[src/rtl/forget_gate_mac.sv]
// Sequential MAC neuron: accumulates N_INPUTS x*w products onto a bias, then rounds and
// saturates to signed Q4.4 for the downstream sigmoid LUT/interpolator.
module forget_gate_mac #(
  parameter int N_INPUTS = 4,
  parameter int DATA_W   = 8,
  parameter int FRAC_W   = 4,
  parameter int ACC_W    = 20
) (
  input  logic              clk,
  input  logic              rst,
  input  logic              start,
  input  logic [DATA_W-1:0] bias,
  input  logic              in_valid,
  output logic              in_ready,
  input  logic [DATA_W-1:0] x_data,
  input  logic [DATA_W-1:0] w_data,
  output logic              busy,
  output logic              out_valid,
  input  logic              out_ready,
  output logic [DATA_W-1:0] z_value
);

  localparam int CNT_W  = $clog2(N_INPUTS + 1);
  localparam int ZMAX_I = 2 ** (DATA_W - 1) - 1;
  localparam logic signed [ACC_W-1:0] HALF  = ACC_W'(1) << (FRAC_W - 1);
  localparam logic signed [ACC_W-1:0] Z_MAX = ACC_W'(ZMAX_I);
  localparam logic signed [ACC_W-1:0] Z_MIN = ACC_W'(-ZMAX_I - 1);

  typedef enum logic [1:0] {IDLE, ACCUM, ROUND, OUT} state_t;

  state_t                   state_q, state_d;
  logic signed [ACC_W-1:0]  acc_q, acc_d;
  logic [CNT_W-1:0]         count_q, count_d;
  logic [DATA_W-1:0]        z_q, z_d;

  logic signed [2*DATA_W-1:0] prod;
  logic signed [ACC_W-1:0]    bias_ext, prod_ext, rounded;
  logic [DATA_W-1:0]          sat_val;

  assign prod     = $signed(x_data) * $signed(w_data);
  assign bias_ext = {{(ACC_W-DATA_W){bias[DATA_W-1]}}, bias} <<< FRAC_W;
  assign prod_ext = {{(ACC_W-2*DATA_W){prod[2*DATA_W-1]}}, prod};
  // Round half up, then arithmetic shift back to Q4.4 scale.
  assign rounded  = (acc_q + HALF) >>> FRAC_W;

  always_comb begin
    if (rounded > Z_MAX)      sat_val = {1'b0, {(DATA_W-1){1'b1}}};
    else if (rounded < Z_MIN) sat_val = {1'b1, {(DATA_W-1){1'b0}}};
    else                      sat_val = rounded[DATA_W-1:0];
  end

  always_comb begin
    state_d   = state_q;
    acc_d     = acc_q;
    count_d   = count_q;
    z_d       = z_q;
    in_ready  = 1'b0;
    out_valid = 1'b0;
    busy      = (state_q != IDLE);
    case (state_q)
      IDLE: begin
        if (start) begin
          acc_d   = bias_ext;
          count_d = '0;
          state_d = ACCUM;
        end
      end
      ACCUM: begin
        in_ready = 1'b1;
        if (in_valid) begin
          acc_d   = acc_q + prod_ext;
          count_d = count_q + CNT_W'(1);
          if (count_q == CNT_W'(N_INPUTS - 1)) state_d = ROUND;
        end
      end
      ROUND: begin
        z_d     = sat_val;
        state_d = OUT;
      end
      OUT: begin
        out_valid = 1'b1;
        if (out_ready) state_d = IDLE;
      end
      default: state_d = IDLE;
    endcase
  end

  always_ff @(posedge clk) begin
    if (rst) begin
      state_q <= IDLE;
      acc_q   <= '0;
      count_q <= '0;
      z_q     <= '0;
    end else begin
      state_q <= state_d;
      acc_q   <= acc_d;
      count_q <= count_d;
      z_q     <= z_d;
    end
  end

  assign z_value = z_q;

endmodule

[config.mk]
export PLATFORM = sky130hd
export DESIGN_NAME = forget_gate_mac
export DESIGN_NICKNAME = d
export VERILOG_FILES = /design/src/rtl/forget_gate_mac.sv
export SDC_FILE = /design/constraint.sdc
export NUM_CORES = 1
export LEC_CHECK = 0
export ABC_AREA = 1
export BUFFER_PORTS_ARGS = -buffer_cell sky130_fd_sc_hd__buf_2
export CORE_ASPECT_RATIO = 0.6
export CORE_MARGIN = 10
export CORE_UTILIZATION = 45
export DETAILED_ROUTE_END_ITERATION = 10
export GPL_ROUTABILITY_DRIVEN = 0
export SKIP_LAST_GASP = 1
export SYNTH_ARGS = -nofsm -noshare
export SYNTH_HDL_FRONTEND = slang
export SYNTH_SLANG_ARGS = --single-unit
export TNS_END_PERCENT = 1
[constraint.sdc]
create_clock -name clk -period 5.4 [get_ports clk]
set_input_delay 0.81 -clock clk [delete_from_list [all_inputs] [get_ports clk]]
set_output_delay 0.81 -clock clk [all_outputs]
set_load 0.02 [all_outputs]
Yosys cells after proc, flatten, opt, wreduce, memory -nomap -nowiden
Index checks and enable logic that the tools add are counted.
{ "word_totals": {"reg_bits": 33} }
{ "op_classes": {"n_addsub": 3, "mul": 1, "n_lt_le_gt_ge": 2, "n_eq_ne": 8, "n_mux": 15, "n_reduce_logical": 5} }
{ "op_table": {"columns": ["operator", "n"], "rows": [
  ["20-bit two-way mux", 2],
  ["20-bit case mux with 2 select lines", 1],
  ["20-bit by 16-bit adder with 20-bit output", 1],
  ["20-bit by 5-bit adder with 20-bit output, second input constant", 1],
  ["16-bit by 8-bit greater-than comparator with 1-bit output, second input constant", 1],
  ["16-bit by 8-bit less-than comparator with 1-bit output, second input constant", 1],
  ["8-bit by 8-bit multiplier with 16-bit output", 1],
  ["8-bit two-way mux", 2],
  ["2-bit two-way mux", 4],
  ["2-bit inequality test, second input constant", 4],
  ["2-bit case mux with 4 select lines", 1],
  ["3-bit two-way mux", 2],
  ["3-bit case mux with 2 select lines", 1],
  ["2-bit == test, second input constant", 2],
  ["4-bit AND reduction", 1],
  ["2-bit nonzero test", 2],
  ["3-bit by 1-bit adder with 3-bit output, second input constant", 1],
  ["3-bit by 2-bit == test with 1-bit output, second input constant", 1],
  ["3-bit AND reduction", 1],
  ["2-bit by 1-bit == test with 1-bit output, second input constant", 1],
  ["2-bit logical NOT", 1],
  ["1-bit two-way mux", 2]
]} }

Depth between registers and ports, before layout
{ "depth": {"word_depth": 4, "ltp_mapped": 22, "mapped_depth_nobuf": 21} }

Worst setup path after synthesis
OpenSTA, ideal clock, no wires.
{ "synth_path": {"kind": "input to register", "from": "input x_data[7]", "to": "register acc_q[18]", "setup_time_ps": 70, "t_arrival_ps": 5173, "t_required_ps": 5330, "slack_ps": 157, "cell_stages": 20, "path_buffers": 2, "cell_sequence": "clkbuf_1 > nand2_1 > inv_1 > fa_1 > inv_1 > fa_1 > fa_1 > inv_1 > fa_1 > ha_1 > ha_1 > clkbuf_1 > a21oi_1 > nor2_1 > o21a_1 > nor3_1 > nand2_1 > nand2_1 > nand3_1 > a21oi_1"} }
{ "synth_between": {"elab_chain_cells": 4} }
{ "synth_lines": {"columns": ["item", "line_no", "source"], "rows": [
  ["start: declaration", "15", "input logic [DATA_W-1:0] x_data,"],
  ["8-bit by 8-bit multiplier with 16-bit output", "40", "assign prod = $signed(x_data) * $signed(w_data);"],
  ["20-bit by 16-bit adder with 20-bit output", "71", "acc_d = acc_q + prod_ext;"],
  ["20-bit two-way mux", "70", "if (in_valid) begin"],
  ["20-bit case mux with 2 select lines", "60", "case (state_q)"],
  ["end signal: assignment", "91", "acc_q <= '0;"],
  ["end signal: assignment", "96", "acc_q <= acc_d;"],
  ["end: declaration", "32", "logic signed [ACC_W-1:0] acc_q, acc_d;"]
]} }
No other way between the ends. The select of a mux whose other input is x is not followed.
A chain may end at the register's enable or synchronous reset.

Worst setup path in the final report
{ "layout_path": {"from": "input x_data[7]", "to": "register acc_q[17]"} }
Same word-level chain as after synthesis.

==> metrics.md <==
| Metric | Value |
|---|---|
| Status | `finished clean` |
| Post-Syn Area | `0.005660 mm^2` |
| Root buf cell | `clkbuf_16` |
| First-pass GRT wire length | `24380 um` |
| CP endpoint kind | `register` |
| Vias in the first global route | `4838` |
| Largest net degree at the start of global routing | `25` |
| Crit start category | `input port` |
| Library cells used by synthesis | `38` |
| Number of CTS-inserted buffers | `5` |
| Clk_lat worst skew | `280 ps` |
| Fin. max-slew vios | `0` |
| Post-synthesis cell count | `about 750` |
| Clock sink count | `33` |
| Core box area | `0.01218 mm^2` |
| Worst EP arrival | `5340 ps` |
| Seq cells post-synth | `33` |
| Rel. slew slack | `63.08%` |
| Diodes inserted | `0` |
| Critical Path RT | `~5600 ps` |
| Tmin final | `approximately 5200 ps` |
| Reg clk slew, reported paths | `roughly 50 ps` |
| 1st-pass router iterations | `5` |
| Worst-path maximum fanout | `8` |
| # setup viols final | `0` |
| Core Util, Final | `51.45%` |
| CTS tree | `done` |
| # nets final | `958` |
| Filler instances | `1211` |
| FF/Latch Area | `approximately 660 um^2` |
| Max-cap violations | `0` |
| Standard-cell rows | `31` |
| Hold slack | `461.2 ps` |
| Vias per cell | `4.985` |
| Remaining DRCs | `0` |
| Maximum clock rate | `192.8 MHz` |
| Initial antenna violation count | `0` |
| Die height | `roughly 110 um` |
| Tot GR Track Use | `~17%` |
| RSZ-0062 raised after global routing | `yes` |
| Final WL | `~14000 um` |
| Final Hold Viols | `0` |
| Area of the multi-input gates | `0.004227 mm^2` |
| Area delta synth->final | `10.70%` |
| Share of layout cells above drive strength 1 | `12.60%` |
| HP Class | `register to register` |
| Io pins | `40` |
| Seq/Total Area, Yosys | `11.67%` |
| Die width | `roughly 160 um` |
| Period utilization | `96.06%` |
| Vias | `4741` |
| Setup TNS | `0 ps` |
| Slew @ Worst Pin | `between 500 and 600 ps` |
| Clk buf depth | `2` |
| Crit path kind | `input port to register` |
| Post-DRT Antenna Nets | `0` |
| Synth warn | `0` |
| WL/cell | `14.58 um` |
| H-Tree Depth | `2` |
| Mean post-synth cell area | `between 7 and 8 um^2` |
| Grt total ovfl | `0` |
| Die area | `0.01761 mm^2` |
| Worst Skew | `5.020 ps` |
| I/O Buffers | `39` |
| Starting Density | `46.48%` |
| Syn nets | `916` |
| Post-DP HPWL | `approximately 12000 um` |
| Detailed Route Iter0 Violations | `360` |
[Yosys cell counts (all sizes together)]
| master | number | share of area [%] |
|---|---|---|
| a211oi | 2 | 0.27 |
| a21boi | 1 | 0.13 |
| a21o | 5 | 0.66 |
| a21oi | 40 | 3.7 |
| a221oi | 1 | 0.15 |
| a31oi | 4 | 0.44 |
| buf | 1 | 0.088 |
| clkbuf | 24 | 1.8 |
| clkinv | 1 | 0.066 |
| dfxtp | 33 | 12 |
| fa | 88 | 31 |
| ha | 54 | 12 |
| inv | 176 | 12 |
| nand2 | 153 | 11 |
| nand3 | 30 | 2.8 |
| nand3b | 3 | 0.40 |
| nand4 | 6 | 0.66 |
| nor2 | 56 | 4.3 |
| nor3 | 4 | 0.35 |
| o211ai | 1 | 0.13 |
| o21a | 1 | 0.13 |
| o21ai | 33 | 3.0 |
| o21bai | 4 | 0.60 |
| o22ai | 4 | 0.44 |
| or2 | 5 | 0.55 |
| xnor2 | 8 | 1.2 |
| xor2 | 7 | 1.1 |
[metal layers]
metal  GRT usage [%]  wire length [um]  up-vias
met3           2.979               894       12
li1                -                 -     2332
met2           24.94              5865      128
met1           25.07              7000     2269
met4           2.519               106        0
met5               0                 0        -
[logic make-up after synthesis]
| family | share of synthesized area [%] |
|---|---|
| adder cells (fa/ha/maj) | 43.06 |
| flip-flops | 11.67 |
| AO/OA/AOI/OAI | 9.615 |
| AND/OR/NAND/NOR | 19.67 |
| buffers and inverters | 13.66 |
| XOR/XNOR | 2.321 |
[registers in the layout (all words and copies together), names as in the netlist]
| signal | cells |
|---|---|
| z_value | 8 |
| count_q | 3 |
| acc_q | 20 |
| state_q | 2 |
[worst paths after layout]
kind / cells past startpoint / to / slack (ps) / from
setup / recovery: 18 / acc_q[17] / 210 / x_data[7]
hold / removal: 1 / count_q[0] / 460 / count_q[0]
setup reg to reg: 20 / acc_q[15] / 810 / acc_q[6]
hold reg to reg: 1 / count_q[0] / 460 / count_q[0]
[timing repair]
action	in CTS	in global routing
gates resized for setup	0	1
hold buffers	0	0
endpoints found under the setup margin	0	2
buffers inserted	0	0
[cell type report]
class | instances | share of cell area, %
clock buffers | 5 | 1.997
clock inverters | 1 | 0.07987
inverters | 177 | 10.60
multi-input cells | 510 | 67.45
flip-flops and latches | 33 | 10.54
well taps | 165 | 3.295
repair buffers | 60 | 6.030
[worst max-delay path: stages]
cell      delay [ps]
buf_2            150
nand2_1          130
inv_1             70
fa_1             560
inv_1             80
fa_1             600
inv_1            150
fa_1             520
fa_1             490
ha_1             310
ha_1             400
a21o_1           210
buf_4            130
a31oi_1          200
o211ai_1         210
xor2_1           190
nand2_1           70
a21oi_1           70
[cell usage in the layout (no fill, tap or decap), types with 19 or more instances in the layout]
master / netlist / final
dfxtp_1: 33 / 33
buf_4: 0 / 19
ha_1: 54 / 54
o21ai_0: 28 / 27
fa_1: 88 / 88
a21oi_1: 38 / 38
inv_1: 173 / 173
nand2_1: 143 / 143
nand3_1: 28 / 28
buf_2: 1 / 39
nor2_1: 47 / 47
[through the flow]
| step | instances | instance area (um^2) | setup WS (ps) |
|---|---|---|---|
| final | 951 | 6266 | 212.9 |
| after global routing | 951 | 6266 | -33.10 |
| after CTS | 951 | 6266 | 237.7 |
| after detailed placement | 945 | 6136 | -30.36 |
| after global placement | 945 | 6136 | -34.78 |
| after floorplan | 745 | 5660 | 157.5 |
Power is not shown: default switching activity piles up to over one toggle a cycle in this logic, so the estimate is an artifact.
